==> src/rtl/sharpen_pkg.sv <==
// Shared types and constants for the 3x3 sharpening frame controller.
package sharpen_pkg;
  typedef enum logic [2:0] {IDLE, FILL, RUN, FLUSH, DRAIN} state_e;
  localparam int NUM_LB = 3;
endpackage

==> src/rtl/raster_counter.sv <==
// Raster col/row position counter with enable, look-ahead wrap flags and sync clear.
module raster_counter #(
  parameter int COLS = 3840,
  parameter int ROWS = 2160,
  parameter int CW   = 14,
  parameter int RW   = 12
) (
  input  logic          clk,
  input  logic          clr_i,
  input  logic          en_i,
  output logic [CW-1:0] col_o,
  output logic [RW-1:0] row_o,
  output logic          col_wrap_o,
  output logic          frame_wrap_o
);
  logic [CW-1:0] col_q, col_d;
  logic [RW-1:0] row_q, row_d;

  // Wrap flags mean "the next enabled advance wraps", not gated by en_i.
  assign col_wrap_o   = (col_q == CW'(COLS-1));
  assign frame_wrap_o = col_wrap_o && (row_q == RW'(ROWS-1));
  assign col_o        = col_q;
  assign row_o        = row_q;

  always_comb begin
    col_d = col_q;
    row_d = row_q;
    if (en_i) begin
      if (col_wrap_o) begin
        col_d = '0;
        row_d = frame_wrap_o ? '0 : row_q + 1'b1;
      end else begin
        col_d = col_q + 1'b1;
      end
    end
  end

  always_ff @(posedge clk) begin
    if (clr_i) begin
      col_q <= '0;
      row_q <= '0;
    end else begin
      col_q <= col_d;
      row_q <= row_d;
    end
  end
endmodule

==> src/rtl/sharpen_frame_ctrl.sv <==
// Frame sequencer: input raster tracking, line-buffer write control, window
// centre generation, end-of-frame flush and drain.
module sharpen_frame_ctrl
  import sharpen_pkg::*;
#(
  parameter int COLS      = 3840,
  parameter int ROWS      = 2160,
  parameter int LINE_BITS = 14,
  parameter int ROW_BITS  = 12,
  parameter int PIPE_LAT  = 3
) (
  input  logic                 clk,
  input  logic                 reset,
  input  logic                 in_valid,
  output logic                 in_ready,
  output logic                 lb_wr_en,
  output logic [1:0]           lb_sel,
  output logic [LINE_BITS-1:0] lb_addr,
  output logic                 win_valid,
  output logic [ROW_BITS-1:0]  win_row,
  output logic [LINE_BITS-1:0] win_col,
  output logic                 border,
  output logic                 flush_active,
  output logic                 out_valid,
  output logic                 frame_done,
  output logic                 busy,
  output logic                 err_overrun
);
  localparam int DW = $clog2(PIPE_LAT+1) + 1;

  state_e               state_q, state_d;
  logic [DW-1:0]        drain_cnt_q, drain_cnt_d;
  logic [1:0]           sel_q, sel_d;
  logic                 accept, win_fire, frame_end, c_border;
  logic [LINE_BITS-1:0] in_col, c_col;
  logic [ROW_BITS-1:0]  in_row, c_row;
  logic                 in_cwrap, in_fwrap, c_cwrap, c_fwrap;

  logic                 lb_wr_en_q, win_valid_q, border_q, frame_done_q, err_q;
  logic [1:0]           lb_sel_q;
  logic [LINE_BITS-1:0] lb_addr_q, win_col_q;
  logic [ROW_BITS-1:0]  win_row_q;
  logic [PIPE_LAT-1:0]  vld_q;

  assign in_ready  = (state_q == IDLE) || (state_q == FILL) || (state_q == RUN);
  assign accept    = in_valid && in_ready;
  // During FLUSH the window centre keeps advancing with zero-injected input.
  assign win_fire  = (accept && state_q == RUN) || (state_q == FLUSH);
  assign frame_end = (state_q == DRAIN) && (drain_cnt_q == DW'(PIPE_LAT));
  assign c_border  = (c_row == '0) || (c_row == ROW_BITS'(ROWS-1)) ||
                     (c_col == '0) || c_cwrap;

  raster_counter #(.COLS(COLS), .ROWS(ROWS), .CW(LINE_BITS), .RW(ROW_BITS)) u_in_pos (
    .clk(clk), .clr_i(reset), .en_i(accept),
    .col_o(in_col), .row_o(in_row), .col_wrap_o(in_cwrap), .frame_wrap_o(in_fwrap)
  );

  raster_counter #(.COLS(COLS), .ROWS(ROWS), .CW(LINE_BITS), .RW(ROW_BITS)) u_ctr_pos (
    .clk(clk), .clr_i(reset), .en_i(win_fire),
    .col_o(c_col), .row_o(c_row), .col_wrap_o(c_cwrap), .frame_wrap_o(c_fwrap)
  );

  always_comb begin
    state_d     = state_q;
    drain_cnt_d = drain_cnt_q;
    sel_d       = sel_q;
    if (accept && in_cwrap)
      sel_d = (sel_q == 2'(NUM_LB-1)) ? 2'd0 : sel_q + 2'd1;
    unique case (state_q)
      IDLE:  if (accept) state_d = FILL;
      // Pixel COLS is the first at row 1, col 0.
      FILL:  if (accept && in_row == ROW_BITS'(1) && in_col == '0) state_d = RUN;
      RUN:   if (accept && in_fwrap) state_d = FLUSH;
      FLUSH: if (c_fwrap) begin
               state_d     = DRAIN;
               drain_cnt_d = '0;
             end
      DRAIN: begin
               drain_cnt_d = drain_cnt_q + 1'b1;
               if (frame_end) begin
                 state_d = IDLE;
                 sel_d   = '0;
               end
             end
      default: state_d = IDLE;
    endcase
  end

  always_ff @(posedge clk) begin
    if (reset) begin
      state_q      <= IDLE;
      drain_cnt_q  <= '0;
      sel_q        <= '0;
      lb_wr_en_q   <= 1'b0;
      lb_sel_q     <= '0;
      lb_addr_q    <= '0;
      win_valid_q  <= 1'b0;
      win_row_q    <= '0;
      win_col_q    <= '0;
      border_q     <= 1'b0;
      frame_done_q <= 1'b0;
      err_q        <= 1'b0;
      vld_q        <= '0;
    end else begin
      state_q      <= state_d;
      drain_cnt_q  <= drain_cnt_d;
      sel_q        <= sel_d;
      lb_wr_en_q   <= accept;
      if (accept) begin
        lb_sel_q  <= sel_q;
        lb_addr_q <= in_col;
      end
      win_valid_q  <= win_fire;
      if (win_fire) begin
        win_row_q <= c_row;
        win_col_q <= c_col;
      end
      border_q     <= win_fire && c_border;
      frame_done_q <= frame_end;
      err_q        <= in_valid && !in_ready;
      vld_q[0]     <= win_valid_q;
      for (int i = 1; i < PIPE_LAT; i++) vld_q[i] <= vld_q[i-1];
    end
  end

  assign lb_wr_en     = lb_wr_en_q;
  assign lb_sel       = lb_sel_q;
  assign lb_addr      = lb_addr_q;
  assign win_valid    = win_valid_q;
  assign win_row      = win_row_q;
  assign win_col      = win_col_q;
  assign border       = border_q;
  assign flush_active = (state_q == FLUSH);
  assign out_valid    = vld_q[PIPE_LAT-1];
  assign frame_done   = frame_done_q;
  assign busy         = (state_q != IDLE);
  assign err_overrun  = err_q;
endmodule

==> config.mk <==
export PLATFORM = sky130hd
export DESIGN_NAME = sharpen_frame_ctrl
export DESIGN_NICKNAME = d
export VERILOG_FILES = /design/src/rtl/sharpen_pkg.sv /design/src/rtl/raster_counter.sv /design/src/rtl/sharpen_frame_ctrl.sv
export SDC_FILE = /design/constraint.sdc
export NUM_CORES = 1
export LEC_CHECK = 0
export BUFFER_PORTS_ARGS = -buffer_cell sky130_fd_sc_hd__buf_2
export CAP_MARGIN = 10
export CORE_MARGIN = 1
export CORE_UTILIZATION = 50
export DETAILED_ROUTE_END_ITERATION = 10
export GPL_TIMING_DRIVEN = 0
export PLACE_DENSITY_LB_ADDON = 0.12
export RECOVER_POWER = 50
export SLEW_MARGIN = 0
export SYNTH_ARGS = -nofsm -noshare
export SYNTH_HDL_FRONTEND = slang
export SYNTH_HIERARCHICAL = 1
export SYNTH_SLANG_ARGS = --single-unit
==> constraint.sdc <==
create_clock -name clk -period 2.65 [get_ports clk]
set_clock_uncertainty 0.1 [all_clocks]
set_input_delay 0.265 -clock clk [delete_from_list [all_inputs] [get_ports clk]]
set_output_delay 0.265 -clock clk [all_outputs]
set_load 0.02 [all_outputs]
; Word-level counts from Yosys, hierarchy flattened
; Cells that the tools add are included.
[classes]
add_sub_neg = 6
n_eq_ne = 16
n_mux = 16
reduce_logical = 28
[ops]
columns = cell, count
row1 = $add A14 B1 Y14 const B, 2
row2 = $eq A14 B12 Y1 const B, 2
row3 = $logic_not A14 Y1, 2
row4 = $mux W14, 2
row5 = $add A12 B1 Y12 const B, 2
row6 = $eq A12 B12 Y1 const B, 2
row7 = $mux W12, 2
row8 = $mux W3, 6
row9 = $pmux W3 S5, 1
row10 = $eq A12 B1 Y1 const B, 1
row11 = $logic_not A12 Y1, 1
row12 = $logic_and A1 B1 Y1, 11
row13 = $eq A3 B2 Y1 const B, 3
row14 = $mux W2, 4
row15 = $logic_or A1 B1 Y1, 6
row16 = $ne A2 B1 Y1 const B, 3
row17 = $pmux W3 S2, 1
row18 = $reduce_and A2 Y1, 3
row19 = $reduce_and A5 Y1, 1
row20 = $ne A2 B2 Y1 const B, 2
row21 = $add A3 B1 Y3 const B, 1
row22 = $eq A3 B1 Y1 const B, 1
row23 = $eq A3 B3 Y1 const B, 1
row24 = $logic_not A3 Y1, 1
row25 = other kinds (5), 5
[word_totals]
register_bits = 110
input_bits = 3
out_inout_bits = 51

; Depth between registers and ports, before layout
[logic_depth]
depth_word = 8
depth_mapped = 10
mapped_depth_nobuf = 7

; Cells and area by module
; The synthesis kept the hierarchy.
[modules_own_cells]
columns = mod, instances, cells_each, area_per_inst_um2, seq_area_each_um2
row1 = raster_counter, 2, 158, 1352.5, 520.5
row2 = sharpen_frame_ctrl, 1, 269, 2218.4, 1161.1

; Worst setup path after synthesis
; Ideal clock, no wire load.
[synth_path]
path_kind = register to register
from = register state_q[0]
to = register u_in_pos.row_q[8] (netlist: u_in_pos/row_o[8])
arrival_time_ps = 2129
required_time_ps = 2479
setup_slack_ps = 350
stages_incl_launch_ff = 10
path_buffers = 2
period_less_slack_ps = 2300
path_cell_list = dfxtp_1 > buf_6 > a21oi_4 > nand2_2 > inv_2 > buf_6 > and4_4 > nand4_4 > or4b_1 > a21oi_1
[synth_between]
elab_chain_cells = 5
elab_cells_between_ends = 7
classes_between = 2 x eq/ne / 5 x reduce/logical
[synth_rtl]
columns = element, line
row1 = start: declaration, sharpen_frame_ctrl.sv:31  ; state_e state_q, state_d;
row2 = start signal: assignment, sharpen_frame_ctrl.sv:105  ; state_q <= state_d;
row3 = $eq A3 B1 Y1 / $logic_not A3 Y1 (equally long branches), sharpen_frame_ctrl.sv:45  ; assign in_ready = (state_q == IDLE) || (state_q == FILL) || (state_q == RUN);
row4 = $logic_or A1 B1 Y1, sharpen_frame_ctrl.sv:45
row5 = $logic_or A1 B1 Y1 *, sharpen_frame_ctrl.sv:45
row6 = net in_ready, sharpen_frame_ctrl.sv:15  ; output logic in_ready,
row7 = $logic_and A1 B1 Y1 *, sharpen_frame_ctrl.sv:46  ; assign accept = in_valid && in_ready;
row8 = net accept, sharpen_frame_ctrl.sv:34  ; logic accept, win_fire, frame_end, c_border;
row9 = $reduce_and A2 Y1 (no line) *, -
row10 = end signal: assignment, raster_counter.sv:44  ; row_q <= row_d;
row11 = end: declaration, raster_counter.sv:17  ; logic [RW-1:0] row_q, row_d;
; The timed path passes the listed nets; every way through them passes the cells marked *.
; A chain may end at the register's enable or synchronous reset.

; Final worst setup path
[layout_path]
from = register state_q[0]
to = register u_in_pos.row_q[8] (netlist: u_in_pos/row_o[8])
[layout_between]
elab_chain_cells = 5
elab_cells_between_ends = 7
classes_between = 2 x eq/ne / 5 x reduce/logical
[layout_rtl]
columns = element, line
row1 = $eq A3 B1 Y1 / $logic_not A3 Y1 (equally long branches), sharpen_frame_ctrl.sv:45
row2 = $logic_or A1 B1 Y1, sharpen_frame_ctrl.sv:45
row3 = $logic_or A1 B1 Y1 *, sharpen_frame_ctrl.sv:45
row4 = $logic_and A1 B1 Y1 *, sharpen_frame_ctrl.sv:46
row5 = net accept, sharpen_frame_ctrl.sv:34
row6 = $reduce_and A2 Y1 (no line) *, -
; Marks and branches as above.

==> qor.log <==
qor: run_status.status completed
qor: logic_synthesis.post-synth-top-area-cell sky130_fd_sc_hd__dfxtp_1
qor: clock_tree.clk_pin_slew 0.10 ns
qor: logic_synthesis.synth_edf_count 0
qor: floorplanning.fp-row-count 35
qor: logic_synthesis.ys_dominant_reg_cell sky130_fd_sc_hd__dfxtp_1
qor: detailed_routing.route.met2.wl 5630 um
qor: detailed_routing.route.detailed.drc 0
qor: global_routing.initial_antenna_violation_count 0
qor: setup_path.arrival 2.68 ns
qor: power_and_ir_drop.power_density 487 mW/mm^2
qor: job.max_cap_viol_count 0
qor: setup_path.critical_path.cell_chain buf_6 > a21oi_4 > nand2_4 > inv_4 > buf_6 > and4_4 > nand4_4 > or4b_1 > a21oi_1
qor: power_and_ir_drop.switching_share 24.2%
qor: timing.finalSetupViolations 0
qor: logic_synthesis.ys_warn_count 6
qor: setup_path.timing.critical_path.mode_cell sky130_fd_sc_hd__buf_6
qor: global_routing.vias_in_the_first_global_route 4104
qor: floorplanning.floorplan.core_area 0.00937 mm^2
qor: power_and_ir_drop.power.share.sequential 62.2%
qor: cells_and_area.post_route_cells_drive_above_1_share 7.50%
qor: global_routing.grt_max_degree 19
qor: timing.final.setup.worst_slack 0.170 ns
qor: logic_synthesis.synth_seq_cells 110
qor: setup_path.timing.critical_path.slowest_cell_delay 0.54 ns
qor: timing.final_period_minus_worst_setup_slack 2.48 ns
qor: detailed_routing.drt_wl_cell 14.6 um
qor: floorplanning.fp.dieW 101 um
qor: floorplanning.die_height 101 um
qor: clock_tree.cts_root_buffer sky130_fd_sc_hd__clkbuf_8
qor: placed_design.cell_count_after_placement 767
qor: detailed_routing.vias 4391
qor: placed_design.detailedPlacementHpwl 8070 um
qor: global_routing.global_route_wire_length_before_repair 19300 um
qor: timing.final.setup.tns 0 ns
qor: power_and_ir_drop.power.combinational.fraction 3.1%
qor: cells_and_area.final_nets 657
qor: detailed_routing.average_via_count_per_standard_cell 5.62
qor: detailed_routing.drt-total-wl 11400 um
qor: power_and_ir_drop.power.leakage 1.79 nW
qor: cells_and_area.area.growth.synth_to_final 11.3%
qor: power_and_ir_drop.intPower 2.03 mW
qor: detailed_routing.route.antenna.remaining_nets 0
qor: cells_and_area.final.fill_count 930
qor: timing.grt_setup_unrepaired false
qor: detailed_routing.met3_length 472 um
qor: clock_tree.cts.hold.buffers_added 0
qor: clock_tree.clock_path_buffers 2
qor: placed_design.pre_cts_ws -0.0225 ns
qor: clock_tree.htree_num_levels 3
qor: power_and_ir_drop.total_switching_power 645 uW
qor: timing.achievable-frequency 403 MHz
qor: detailed_routing.topRoutingLayerUsed met4
qor: timing.worst_slew_margin_rel 55.2%
qor: power_and_ir_drop.vdd.ir_drop.worst 0.327 mV
qor: min_path.hold_path_class in -> reg
qor: timing.timing_worst_slew_pin_value 0.672 ns
qor: placed_design.place_congestion 0.877
qor: global_routing.global_route.overflow_total 0
qor: logic_synthesis.yosysTopAreaCellShare 44.7%
qor: clock_tree.count_of_clock_tree_sinks 110
qor: setup_path.timing.reg2reg.setup_slack 0.17 ns
qor: placed_design.io_buffer_count 53
qor: logic_synthesis.synth_area_per_cell 8.42 um^2
qor: cells_and_area.mostFrequentLayoutCell sky130_fd_sc_hd__dfxtp_1
qor: detailed_routing.first_pass_iters 4
qor: timing.final-hold-violation-count 0
qor: global_routing.grt_util_all_layers 23.8%
qor: clock_tree.cts_tree yes
qor: floorplanning.initial_core_util 52.5%
qor: clock_tree.insertion_delay 0.38 ns
qor: setup_path.timing.critical_path.to_type flop
qor: logic_synthesis.post_synth_inst_count 585
qor: floorplanning.boundaryPins 54
qor: setup_path.critical_path_required 2.85 ns
qor: clock_tree.post_cts.repair.setup_buffers 0
qor: setup_path.slowest_stage sky130_fd_sc_hd__or4b_1
qor: cells_and_area.layout.cells.most_common_list sky130_fd_sc_hd__dfxtp_1 (109), sky130_fd_sc_hd__nand2_1 (108), sky130_fd_sc_hd__a21oi_1 (75)
qor: detailed_routing.initial_drt_markers 138
qor: floorplanning.die_area 0.0102 mm^2
qor: detailed_routing.wl_met1 5150 um
qor: logic_synthesis.synth.yosys.seq_area_share 44.7%
qor: logic_synthesis.synth_nets 594
qor: logic_synthesis.synth.distinct_cells 52
qor: timing.period_share 93.6%
qor: clock_tree.cts_made_buffers 9
qor: timing.slew_viol_final 0
qor: setup_path.crit_fanout 17
qor: power_and_ir_drop.design_power_total 2.67 mW
qor: setup_path.critPathLaunchType flop
qor: logic_synthesis.synth.top_cells.by_area sky130_fd_sc_hd__dfxtp_1 (45%), sky130_fd_sc_hd__nand2_1 (8.2%), sky130_fd_sc_hd__a21oi_1 (7.6%)
qor: power_and_ir_drop.power.share.clock 34.7%
qor: cells_and_area.fin_cells 782
qor: cells_and_area.insertedDiodeCount 0
qor: setup_path.crit_type reg -> reg
qor: logic_synthesis.ys_async_sr_fraction 0%
qor: logic_synthesis.netlist_area_before_placement 0.00492 mm^2
cells by family after synthesis:
logic type      count (synthesis)  synth area share [%]
flops                         110                  44.7
xor+xnor                       22                  3.91
fa+ha+maj                       6                  1.52
buf+inv                        44                  4.35
simple gates                  290                  31.5
mux                             1                 0.203
compound gates                112                  13.8
final cells by class:
class | count | area [um^2] | share of cell area, %
Multi-Input combinational cell | 431 | 2530 | 46.1
Sequential cell | 110 | 2200 | 40.2
Timing Repair Buffer | 53 | 204 | 3.72
Tap cell | 129 | 161 | 2.94
Buffer | 26 | 144 | 2.62
Clock buffer | 10 | 128 | 2.33
Inverter | 17 | 68.8 | 1.26
Clock inverter | 6 | 45.0 | 0.822
worst paths after layout:
kind                     from  cells after the start           endpoint
setup / recovery   state_q[0]                      9  u_in_pos/row_o[8]
hold / removal       in_valid                      2        err_overrun
setup reg to reg   state_q[0]                      9  u_in_pos/row_o[8]
hold reg to reg   lb_addr[12]                      2        lb_addr[12]
what timing repair did:
| action | 4_1_cts | 5_1_grt |
|---|---|---|
| endpoints found under the hold margin | 0 | 0 |
| endpoints found under the setup margin | 3 | 30 |
| gates resized for setup | 1 | 4 |
| pin swaps | 0 | 0 |
worst max-delay path: cells and delay by family, from the launching register on:
kind | cells | cell delay, ns
AND/OR/NAND/NOR | 4 | 1.14
flip-flops | 1 | 0.32
AO/OA/AOI/OAI | 2 | 0.43
buffers and inverters | 3 | 0.43
cells in the mapped netlist (2+ instances only):
cell                       count
sky130_fd_sc_hd__dfxtp_1     110
sky130_fd_sc_hd__nand2_1     108
sky130_fd_sc_hd__a21oi_1      75
sky130_fd_sc_hd__nor2_1       35
sky130_fd_sc_hd__nand3_1      22
sky130_fd_sc_hd__xor2_1       20
sky130_fd_sc_hd__clkbuf_1     16
sky130_fd_sc_hd__nand4_1      16
sky130_fd_sc_hd__or3_1        16
sky130_fd_sc_hd__inv_1        15
sky130_fd_sc_hd__nor4_1       14
sky130_fd_sc_hd__nand2b_1     13
sky130_fd_sc_hd__o21ai_0      11
sky130_fd_sc_hd__and3_1       10
sky130_fd_sc_hd__o32ai_1      10
sky130_fd_sc_hd__and4_1        8
sky130_fd_sc_hd__and2_1        7
sky130_fd_sc_hd__and4b_1       6
sky130_fd_sc_hd__ha_1          6
sky130_fd_sc_hd__or4b_1        5
sky130_fd_sc_hd__buf_2         4
sky130_fd_sc_hd__buf_6         4
sky130_fd_sc_hd__nor2b_1       4
sky130_fd_sc_hd__o311ai_0      4
sky130_fd_sc_hd__or4_1         4
sky130_fd_sc_hd__buf_4         3
sky130_fd_sc_hd__nand3b_1      3
sky130_fd_sc_hd__nor3_1        3
sky130_fd_sc_hd__and4_4        2
sky130_fd_sc_hd__nand4_4       2
sky130_fd_sc_hd__nor3b_1       2
sky130_fd_sc_hd__o31ai_1       2
sky130_fd_sc_hd__o32ai_2       2
sky130_fd_sc_hd__or2_1         2
sky130_fd_sc_hd__or2_2         2
sky130_fd_sc_hd__or3b_2        2
sky130_fd_sc_hd__xnor2_1       2
registers in the layout (all words and copies together), names as in the netlist:
register / count
err_overrun: 1
u_ctr_pos/row_o: 12
border: 1
win_valid: 1
lb_sel: 2
lb_wr_en: 1
frame_done: 1
drain_cnt_q: 3
lb_addr: 14
win_row: 12
u_ctr_pos/col_o: 14
win_col: 14
u_in_pos/row_o: 12
state_q: 3
u_in_pos/col_o: 14
sel_q: 2
vld_q: 3
stage by stage:
step	utilization (%)	hold WS [ns]	instance area, um^2
floorplan	-	0.314	4920
global placement	57.1	0.320	5350
detailed placement	57.1	0.343	5350
CTS	59.0	0.152	5530
global route	58.5	0.159	5480
finish	58.5	0.174	5480
routing by layer:
metal | global-route usage (%) | vias to the layer above
li1 | - | 2202
met1 | 29.4 | 2078
met2 | 41.7 | 99
met3 | 5.24 | 12
met4 | 6.80 | 0
met5 | 0 | -
power groups by stage:
stage / clock network [mW] / registers [mW] / logic [mW]
finish: 0.926 / 1.66 / 0.0837
global route: 1.03 / 1.66 / 0.0930
CTS: 0.950 / 1.66 / 0.0842
detailed placement: 0 / 1.70 / 0.0840
global placement: 0 / 1.70 / 0.0823
floorplan: 0 / 1.70 / 0.0531
Note: power is estimated with default switching activity, not from simulation.
